===== src/rtl/grf_wb_arbiter_if.sv =====
// GRF write-back bus shared by the requesters and the arbiter.
//   req_valid/req_ready : per-requester handshake (valid & ready = accept)
//   req_adr/data/pc     : per-requester payload, packed per requester index
//   wb_hold             : pipeline freeze, no grants while high
//   reg_write_enable, grf_adr_3, grf_write, PC : registered GRF write port
// slave modport = arbiter side, master modport = requester/GRF side.
interface grf_wb_arbiter_if #(parameter int N_REQ = 3);
  logic [N_REQ-1:0]       req_valid;
  logic [N_REQ-1:0]       req_ready;
  logic [N_REQ-1:0][4:0]  req_adr;
  logic [N_REQ-1:0][31:0] req_data;
  logic [N_REQ-1:0][31:0] req_pc;
  logic                   wb_hold;
  logic                   reg_write_enable;
  logic [4:0]             grf_adr_3;
  logic [31:0]            grf_write;
  logic [31:0]            PC;

  modport slave (
    input  req_valid, req_adr, req_data, req_pc, wb_hold,
    output req_ready, reg_write_enable, grf_adr_3, grf_write, PC
  );

  modport master (
    output req_valid, req_adr, req_data, req_pc, wb_hold,
    input  req_ready, reg_write_enable, grf_adr_3, grf_write, PC
  );
endinterface


===== src/rtl/grf_wb_arbiter.sv =====
// Round-robin arbiter sharing the single GRF write port among N_REQ
// write-back requesters, with one registered output stage and a saturating
// contention counter.
//   clk          : clock, all state on rising edge
//   reset        : asynchronous active-low reset
//   bus          : grf_wb_arbiter_if.slave (handshake, payload, GRF port)
//   conflict_cnt : cycles with >=2 valid requesters while not held (saturating)
module grf_wb_arbiter #(
  parameter int N_REQ = 3,
  parameter int CNT_W = 16
) (
  input  logic             clk,
  input  logic             reset,
  grf_wb_arbiter_if.slave  bus,
  output logic [CNT_W-1:0] conflict_cnt
);
  localparam int PW = (N_REQ > 1) ? $clog2(N_REQ) : 1;
  localparam int IW = PW + 1;

  logic [PW-1:0]    ptr;
  logic [N_REQ-1:0] gnt;
  logic [PW-1:0]    gidx;
  logic             hit;
  logic [IW-1:0]    idx;
  logic [2:0]       nv;
  logic             multi;
  logic [IW-1:0]    nxt;

  // Search ptr, ptr+1, ... mod N_REQ; first valid wins. Ready is forced low
  // during reset so nothing is accepted while the output stage is cleared.
  always_comb begin
    gnt  = '0;
    gidx = '0;
    hit  = 1'b0;
    idx  = '0;
    if (reset && !bus.wb_hold) begin
      for (int k = 0; k < N_REQ; k++) begin
        idx = {1'b0, ptr} + IW'(k);
        if (idx >= IW'(N_REQ)) idx = idx - IW'(N_REQ);
        if (!hit && bus.req_valid[idx[PW-1:0]]) begin
          hit                = 1'b1;
          gnt[idx[PW-1:0]]   = 1'b1;
          gidx               = idx[PW-1:0];
        end
      end
    end
  end

  assign bus.req_ready = gnt;

  always_comb begin
    nv = '0;
    for (int i = 0; i < N_REQ; i++) nv = nv + 3'(bus.req_valid[i]);
  end
  assign multi = (nv >= 3'd2);

  assign nxt = {1'b0, gidx} + IW'(1);

  always_ff @(posedge clk or negedge reset) begin
    if (!reset) begin
      ptr                  <= '0;
      bus.reg_write_enable <= 1'b0;
      bus.grf_adr_3        <= '0;
      bus.grf_write        <= '0;
      bus.PC               <= '0;
      conflict_cnt         <= '0;
    end else begin
      bus.reg_write_enable <= hit;
      if (hit) begin
        // adr/data/PC only move on a grant; they hold between writes
        bus.grf_adr_3 <= bus.req_adr[gidx];
        bus.grf_write <= bus.req_data[gidx];
        bus.PC        <= bus.req_pc[gidx];
        ptr           <= (nxt == IW'(N_REQ)) ? '0 : nxt[PW-1:0];
      end
      if (multi && !bus.wb_hold && (conflict_cnt != '1))
        conflict_cnt <= conflict_cnt + CNT_W'(1);
    end
  end
endmodule


===== src/flat_wrapper.sv =====
// flat-port wrapper written by rule: the top's interface ports become plain ports
module grf_wb_arbiter_flat 
#(
  parameter int N_REQ = 3,
  parameter int CNT_W = 16
)
  (clk, reset, conflict_cnt, bus_req_valid, bus_req_adr, bus_req_data, bus_req_pc, bus_wb_hold, bus_req_ready, bus_reg_write_enable, bus_grf_adr_3, bus_grf_write, bus_PC);
  grf_wb_arbiter_if #(.N_REQ(N_REQ)) bus_i ();
  input  logic clk;
  input  logic reset;
  output logic [CNT_W-1:0] conflict_cnt;
  input wire logic [$bits(bus_i.req_valid)-1:0] bus_req_valid;
  input wire logic [$bits(bus_i.req_adr)-1:0] bus_req_adr;
  input wire logic [$bits(bus_i.req_data)-1:0] bus_req_data;
  input wire logic [$bits(bus_i.req_pc)-1:0] bus_req_pc;
  input wire logic [$bits(bus_i.wb_hold)-1:0] bus_wb_hold;
  output wire logic [$bits(bus_i.req_ready)-1:0] bus_req_ready;
  output wire logic [$bits(bus_i.reg_write_enable)-1:0] bus_reg_write_enable;
  output wire logic [$bits(bus_i.grf_adr_3)-1:0] bus_grf_adr_3;
  output wire logic [$bits(bus_i.grf_write)-1:0] bus_grf_write;
  output wire logic [$bits(bus_i.PC)-1:0] bus_PC;
  assign bus_i.req_valid = bus_req_valid;
  assign bus_i.req_adr = bus_req_adr;
  assign bus_i.req_data = bus_req_data;
  assign bus_i.req_pc = bus_req_pc;
  assign bus_i.wb_hold = bus_wb_hold;
  assign bus_req_ready = bus_i.req_ready;
  assign bus_reg_write_enable = bus_i.reg_write_enable;
  assign bus_grf_adr_3 = bus_i.grf_adr_3;
  assign bus_grf_write = bus_i.grf_write;
  assign bus_PC = bus_i.PC;
  grf_wb_arbiter #(.N_REQ(N_REQ), .CNT_W(CNT_W)) u_core (.clk(clk), .reset(reset), .bus(bus_i), .conflict_cnt(conflict_cnt));
endmodule

===== config.mk =====
export PLATFORM = sky130hd
export DESIGN_NAME = grf_wb_arbiter_flat
export DESIGN_NICKNAME = d
export VERILOG_FILES = /design/src/rtl/grf_wb_arbiter_if.sv /design/src/rtl/grf_wb_arbiter.sv /design/src/flat_wrapper.sv
export SDC_FILE = /design/constraint.sdc
export NUM_CORES = 1
export LEC_CHECK = 0
export BUFFER_PORTS_ARGS = -buffer_cell sky130_fd_sc_hd__buf_2
export CAP_MARGIN = 20
export CORE_UTILIZATION = 30
export CTS_BUF_LIST = sky130_fd_sc_hd__clkbuf_4 sky130_fd_sc_hd__clkbuf_8 sky130_fd_sc_hd__clkbuf_16
export CTS_CLUSTER_DIAMETER = 60
export DETAILED_ROUTE_END_ITERATION = 16
export PLACE_DENSITY = 0.62
export SYNTH_ARGS = -nofsm -noshare
export SYNTH_HDL_FRONTEND = slang
export SYNTH_SLANG_ARGS = --single-unit

===== constraint.sdc =====
create_clock -name clk -period 2.5 [get_ports clk]
set_input_delay 0.375 -clock clk [delete_from_list [all_inputs] [get_ports clk]]
set_output_delay 0.375 -clock clk [all_outputs]
set_load 0.01 [all_outputs]

==> results of run 1 <==
[power by group]
part           switching [mW]  internal, mW
sequential              0.395          2.06
clock                   0.654         0.705
combinational            2.64          1.97
total                    3.69          4.73
[how the worst max path moves through the flow]
stage / slack (ns) / from / depth (start not counted) / to
finish: -0.05 / u_core.ptr[1] / 8 / bus_req_ready[0]
global placement: 0.16 / u_core.ptr[1] / 8 / bus_req_ready[1]
floorplan: 0.29 / u_core.ptr[1] / 7 / bus_req_ready[0]
global route: -0.15 / u_core.ptr[1] / 8 / bus_req_ready[0]
CTS: -0.0007 / u_core.ptr[1] / 8 / bus_req_ready[0]
detailed placement: 0.12 / u_core.ptr[1] / 8 / bus_req_ready[0]
[repair_timing]
action | CTS | global route
setup buffers | 4 | 1
hold endpoints to repair | 0 | 0
gates resized for setup | 14 | 9
pin swaps | 5 | 4
endpoints found under the setup margin | 3 | 11
[routing by layer]
| metal | share of wire (%) | track usage [%] | vias up |
|---|---|---|---|
| li1 | - | - | 2718 |
| met1 | 41 | 25.0 | 2701 |
| met2 | 49 | 35.5 | 286 |
| met3 | 6.7 | 3.63 | 33 |
| met4 | 2.4 | 8.49 | 0 |
| met5 | 0 | 0 | - |
[flip-flops by register name, indices dropped and copies added (netlist names)]
name	cells
u_core.conflict_cnt	16
u_core.bus.reg_write_enable	1
u_core.bus.PC	32
u_core.ptr	2
u_core.bus.grf_write	32
u_core.bus.grf_adr_3	5
[worst max-delay path, cell delays in order, from the launching register on]
cell and delay [ns]:
dfrtp_1 0.39, inv_2 0.09, ha_4 0.17, mux2_4 0.34, a21bo_4 0.25, nor2_4 0.11
a221oi_2 0.07, a211oi_2 0.23, buf_2 0.18
[logic make-up (layout without fill, tap and decap cells)]
logic type,after synthesis,in the layout
AOI/OAI and AO/OA,228,228
and+or+nand+nor,118,118
buffers and inverters,97,390
DFF,88,88
xor gates and xnor gates,14,14
muxes,8,8
adders and majority gates,6,6
other,0,1
[area by class of cell]
cell class / instances / share of cell area, %
Tap cell: 220 / 3.69
Timing Repair Buffer: 334 / 24.4
Inverter: 40 / 2.08
Clock inverter: 7 / 0.906
Antenna cell: 1 / 0.0336
Sequential cell: 88 / 29.5
Clock buffer: 9 / 3.02
Multi-Input combinational cell: 374 / 36.4
[cell usage after synthesis, types with 9 or more instances]
cell type	instances	area, sq um
o211ai_1	95	713
dfrtp_1	88	2200
nor2_1	42	158
a21oi_1	39	195
inv_1	39	146
nand4_1	37	231
a31oi_1	35	219
clkbuf_1	25	93.8
a22oi_1	24	180
buf_2	20	100
xnor2_1	12	105
a22oi_2	10	125
nand2_1	9	33.8
==> results by group, run 1 <==
Clocking
  – CTS Hold Buffers Added: 0
  – CTS tree: built
  – Worst-case clock buffer depth: 2
  – Clock-pin slew on the worst setup and hold paths: 0.07 ns
  – TritonCTS Buffers: 9
  – H-Tree Depth: 3
  – CTS sink count: 88
  – Clk root buf: clkbuf_16
  – Worst-Skew Late Latency: 0.35 ns

Worst setup path
  – Data required, critical path: about 2.1 ns
  – FF-to-FF setup slack: 0.16 ns
  – Crit path launch type: flip-flop
  – Reg2reg start: u_core.ptr[0]
  – WP data arrival: 2.17 ns
  – Worst setup EP type: primary output
  – Crit path kind: flip-flop to primary output
  – CP max FO: 4
  – Worst r2r dst: u_core.bus.grf_write[13]
  – Reg2Reg Depth: 7

Layout
  – Commonest non-fill, non-tap cell in the layout: buf_2
  – Final Util: 44.3%
  – Share of layout cells above drive strength 1: 46.5%
  – Area growth from synthesis to layout: 42.1%
  – Reg area: between 2000 and 2500 sq um
  – Design area: 7460 sq um
  – Final cell count without fillers: 1073
  – Most frequent cells in the layout: 300 x buf_2, 95 x o211ai_1, 88 x dfrtp_1
  – Net count, final: 1066
  – Multi-input logic area: 2710 sq um
  – Filler cells: 1719

Die
  – DIE WIDTH: 134 um
  – Ports: 302
  – Core area: 16800 sq um
  – Initial Util: 31.2%
  – Row count: 47
  – Die H: 134 um
  – DIE AREA: 18000 sq um

STA
  – Slew Viols, Final: 0
  – Skew final: 0.00719 ns
  – Tcrit/Tclk final: 102%
  – Final Setup Violations: 1
  – Min Hold Slack: 0.114 ns
  – Relative slew slack: 56.6%
  – Worst-Margin Slew: 0.651 ns
  – RSZ-0062 raised after global routing: true
  – Final min period: 2.55 ns
  – Hold Vio Cnt, Final: 0
  – Setup TNS: -0.0478 ns
  – Fmax: about 400 MHz
  – Worst Slack Setup Final: -0.0478 ns

Synth
  – Post-synth EDFFs: 0
  – Post-Synth Simple-Gate Area: 11.9%
  – Seq/Total Area, Yosys: a little over two fifths
  – Complex-gate fraction of the synthesized area: between 30% and 40%
  – Mapped cell area: 5250 sq um
  – Yosys cell types: 48
  – Largest family of logic cells by synthesized area: compound AO/OA/AOI/OAI gates
  – Xor-xnor portion of the synthesized cell area: around 2.3%
  – Syn nets: ~800
  – Synth Instances: 559
  – Mux cell area share after synthesis: around 1.8%
  – Ys Warns: 0
  – Synth Flop Type: dfrtp_1
  – Post-synthesis register bit count: a little under 90
  – Post-synthesis adder-cell area fraction: 1.43%
  – Synthesized area per cell: 9.39 sq um
  – Async SR Flop Fraction: 100%

Global routing
  – First-pass GRT wire length: just under 30000 um
  – Pin count of the biggest net entering global routing: 51
  – GRT Overall Usage: 20.5%
  – Overflow after GRT: 0
  – Initial antenna violation count: 1
  – Vias in the first global route: approximately 5600

Drt
  – Number of DRC markers in iteration 0: 281
  – Drt wl/cell: ~17 um
  – Final ANT Viol Nets: 0
  – Drt via density: approximately 5.3
  – DRC errors left: 0
  – Routed WL: 18700 um
  – Drt pass-1 iters: 4
  – Via count: 5738

Placed design
  – Setup WS pre-CTS: 0.121 ns
  – PortBufs: 301
  – Placed insts: about 1100
  – Placed Area: 7020 sq um
  – Post-DP HPWL: around 13000 um
  – GPL Wtd Cong: 0.855

Power and ir drop
  – P per Cell Area: about 1100 nW/um^2
  – LEAKAGE: around 3.5 nW
  – Worst ir drop on vdd: ~800 uV
  – Total power: about 8.4 mW

Hold path
  – Worst hold path type: primary input to asynchronous set/reset pin

Outcome
  – Outcome: finished, violations left
  – Violations in the final reports: setup timing

Run
  – MaxCap Viol Count: 0
Power figures use the tool's default switching activity.
==> run 2, diff against run 1 <==
==> constraint.sdc (replaced) <==
create_clock -name clk -period 2.5 [get_ports clk]
set_input_delay 0.5 -clock clk [delete_from_list [all_inputs] [get_ports clk]]
set_output_delay 0.5 -clock clk [all_outputs]
set_load 0.01 [all_outputs]
==> results by group, run 2 (synthesized netlist as in run 1, its figures left out) <==
Outcome
  – Outcome: finished, violations left
  – Violations in the final reports: setup timing

Placed design
  – PortBufs: 301
  – Post-DP HPWL: about 14000 um
  – Setup WS pre-CTS: approximately 0.05 ns
  – GPL Wtd Cong: between 0.8 and 0.9

Layout
  – Antenna fix cells: 0
  – Net count, final: 1076
  – Top flop regs: u_core.bus.PC x32, u_core.bus.grf_write x32, u_core.conflict_cnt x16
  – Final Util: 44.7%
  – Share of layout cells above drive strength 1: 47.4%
  – Area growth from synthesis to layout: 43.4%
  – Most frequent cells in the layout: 299 x buf_2, 95 x o211ai_1, 87 x dfrtp_1
  – Commonest non-fill, non-tap cell in the layout: buf_2

Worst setup path
  – CP Cell Sequence: inv_2 -> ha_4 -> mux2_4 -> a21bo_4 -> nor2_4 -> a221oi_2 -> a211oi_2 -> buf_2
  – Buf+Inv Stages, Crit Path: 2
  – CP max stage delay: 0.39 ns
  – Data required, critical path: 2.00 ns
  – WP data arrival: about 2.1 ns
  – Crit path launch type: flip-flop
  – CP max FO: 4
  – CP startpoint: u_core.ptr[1]
  – Worst setup EP type: primary output
  – Reg2reg start: u_core.ptr[0]
  – Crit path kind: flip-flop to primary output
  – Slowest CP cell: dfrtp_1
  – Top delay family on crit path: compound AO/OA/AOI/OAI gates

Drt
  – Drt via density: 5.38
  – Final ANT Viol Nets: 0
  – Via count: 5818
  – Drt pass-1 iters: 5
  – Drt wl/cell: around 18 um
  – DRC errors left: 0
  – Number of DRC markers in iteration 0: 243
  – Routed WL: ~19000 um

Power and ir drop
  – LEAKAGE: 3.58 nW
  – P per Cell Area: between 1000 and 1500 nW/um^2
  – Worst ir drop on vdd: 466 uV

STA
  – Worst-Margin Slew: between 0.6 and 0.7 ns
  – Slew Viols, Final: 0
  – Skew final: 0.0106 ns
  – Setup TNS: -0.238 ns
  – Final min period: 2.60 ns
  – Tcrit/Tclk final: 104%
  – Worst Slack Setup Final: -0.0972 ns
  – Final Setup Violations: 3
  – Relative slew slack: between 50% and 60%
  – Fmax: 385 MHz
  – RSZ-0062 raised after global routing: true
  – Hold Vio Cnt, Final: 0

Clocking
  – Clk root buf: clkbuf_16
  – Clock-pin slew on the worst setup and hold paths: 0.08 ns
  – Worst-case clock buffer depth: 2
  – CTS Hold Buffers Added: 0
  – Worst-Skew Late Latency: 0.35 ns
  – H-Tree Depth: 3
  – CTS tree: built
  – TritonCTS Buffers: 9
  – CTS sink count: just under 90

Die
  – Initial Util: a little under a third
  – DIE WIDTH: 134 um
  – Die H: about 130 um
  – Core area: 16800 sq um
  – Ports: 302
  – Row count: between 40 and 50
  – DIE AREA: 18000 sq um

Global routing
  – Initial antenna violation count: 0
  – Overflow after GRT: 0
  – GRT Overall Usage: 20.9%
  – First-pass GRT wire length: 29300 um
  – Vias in the first global route: 5772
  – Pin count of the biggest net entering global routing: 51

Hold path
  – Worst hold path type: primary input to asynchronous set/reset pin

Run
  – MaxCap Viol Count: 0
run 2: stage by stage:
stage / power (mW) / instance area [sq um] / hold slack (ns) / std cells
floorplan: 5.15 / 5250 / 0.204 / 559
global route: 9.19 / 7530 / 0.266 / 1082
global placement: 6.86 / 7050 / 0.481 / 1056
detailed placement: 6.92 / 7050 / 0.480 / 1056
CTS: 8.48 / 7430 / 0.243 / 1076
finish: 8.56 / 7530 / 0.230 / 1082
run 2: routing by layer:
layer | global-route usage [%] | wire length [um] | up-vias
met5 | 0 | 0 | -
met4 | 8.93 | 394 | 0
met3 | 3.33 | 1120 | 30
met2 | 36.3 | 9530 | 253
met1 | 25.5 | 7910 | 2811
li1 | - | - | 2724
run 2: worst paths after layout:
check | to | slack (ns) | depth (start not counted)
max | bus_req_ready[0] | -0.1 | 8
min in group clk | u_core.bus.grf_write[23] | 0.38 | 3
min | u_core.bus.PC[24] | 0.23 | 2
min reg2reg | u_core.conflict_cnt[14] | 0.49 | 1
max in group asynchronous | u_core.ptr[0] | 1.15 | 3
max reg2reg | u_core.bus.PC[7] | 0.14 | 9
run 2: power by group:
part           leakage (nW)  switching, mW  total (mW)  internal (mW)
Clock                 0.146          0.647        1.35          0.707
Combinational          2.37           2.70        4.76           2.06
Sequential             1.07          0.394        2.45           2.06
run 2: what timing repair did:
item,4_1_cts,5_1_grt
resized for setup,17,12
pin swaps,6,5
endpoints found under the setup margin,3,20
buffers inserted,4,6
run 2: final cells by class:
class | count | area, sq um
clock inverters | 7 | 68.8
repair buffers | 344 | 1880
well taps | 220 | 275
fillers | 1706 | 9290
clock buffers | 9 | 225
flip-flops and latches | 88 | 2200
multi-input cells | 374 | 2710
inverters | 40 | 158
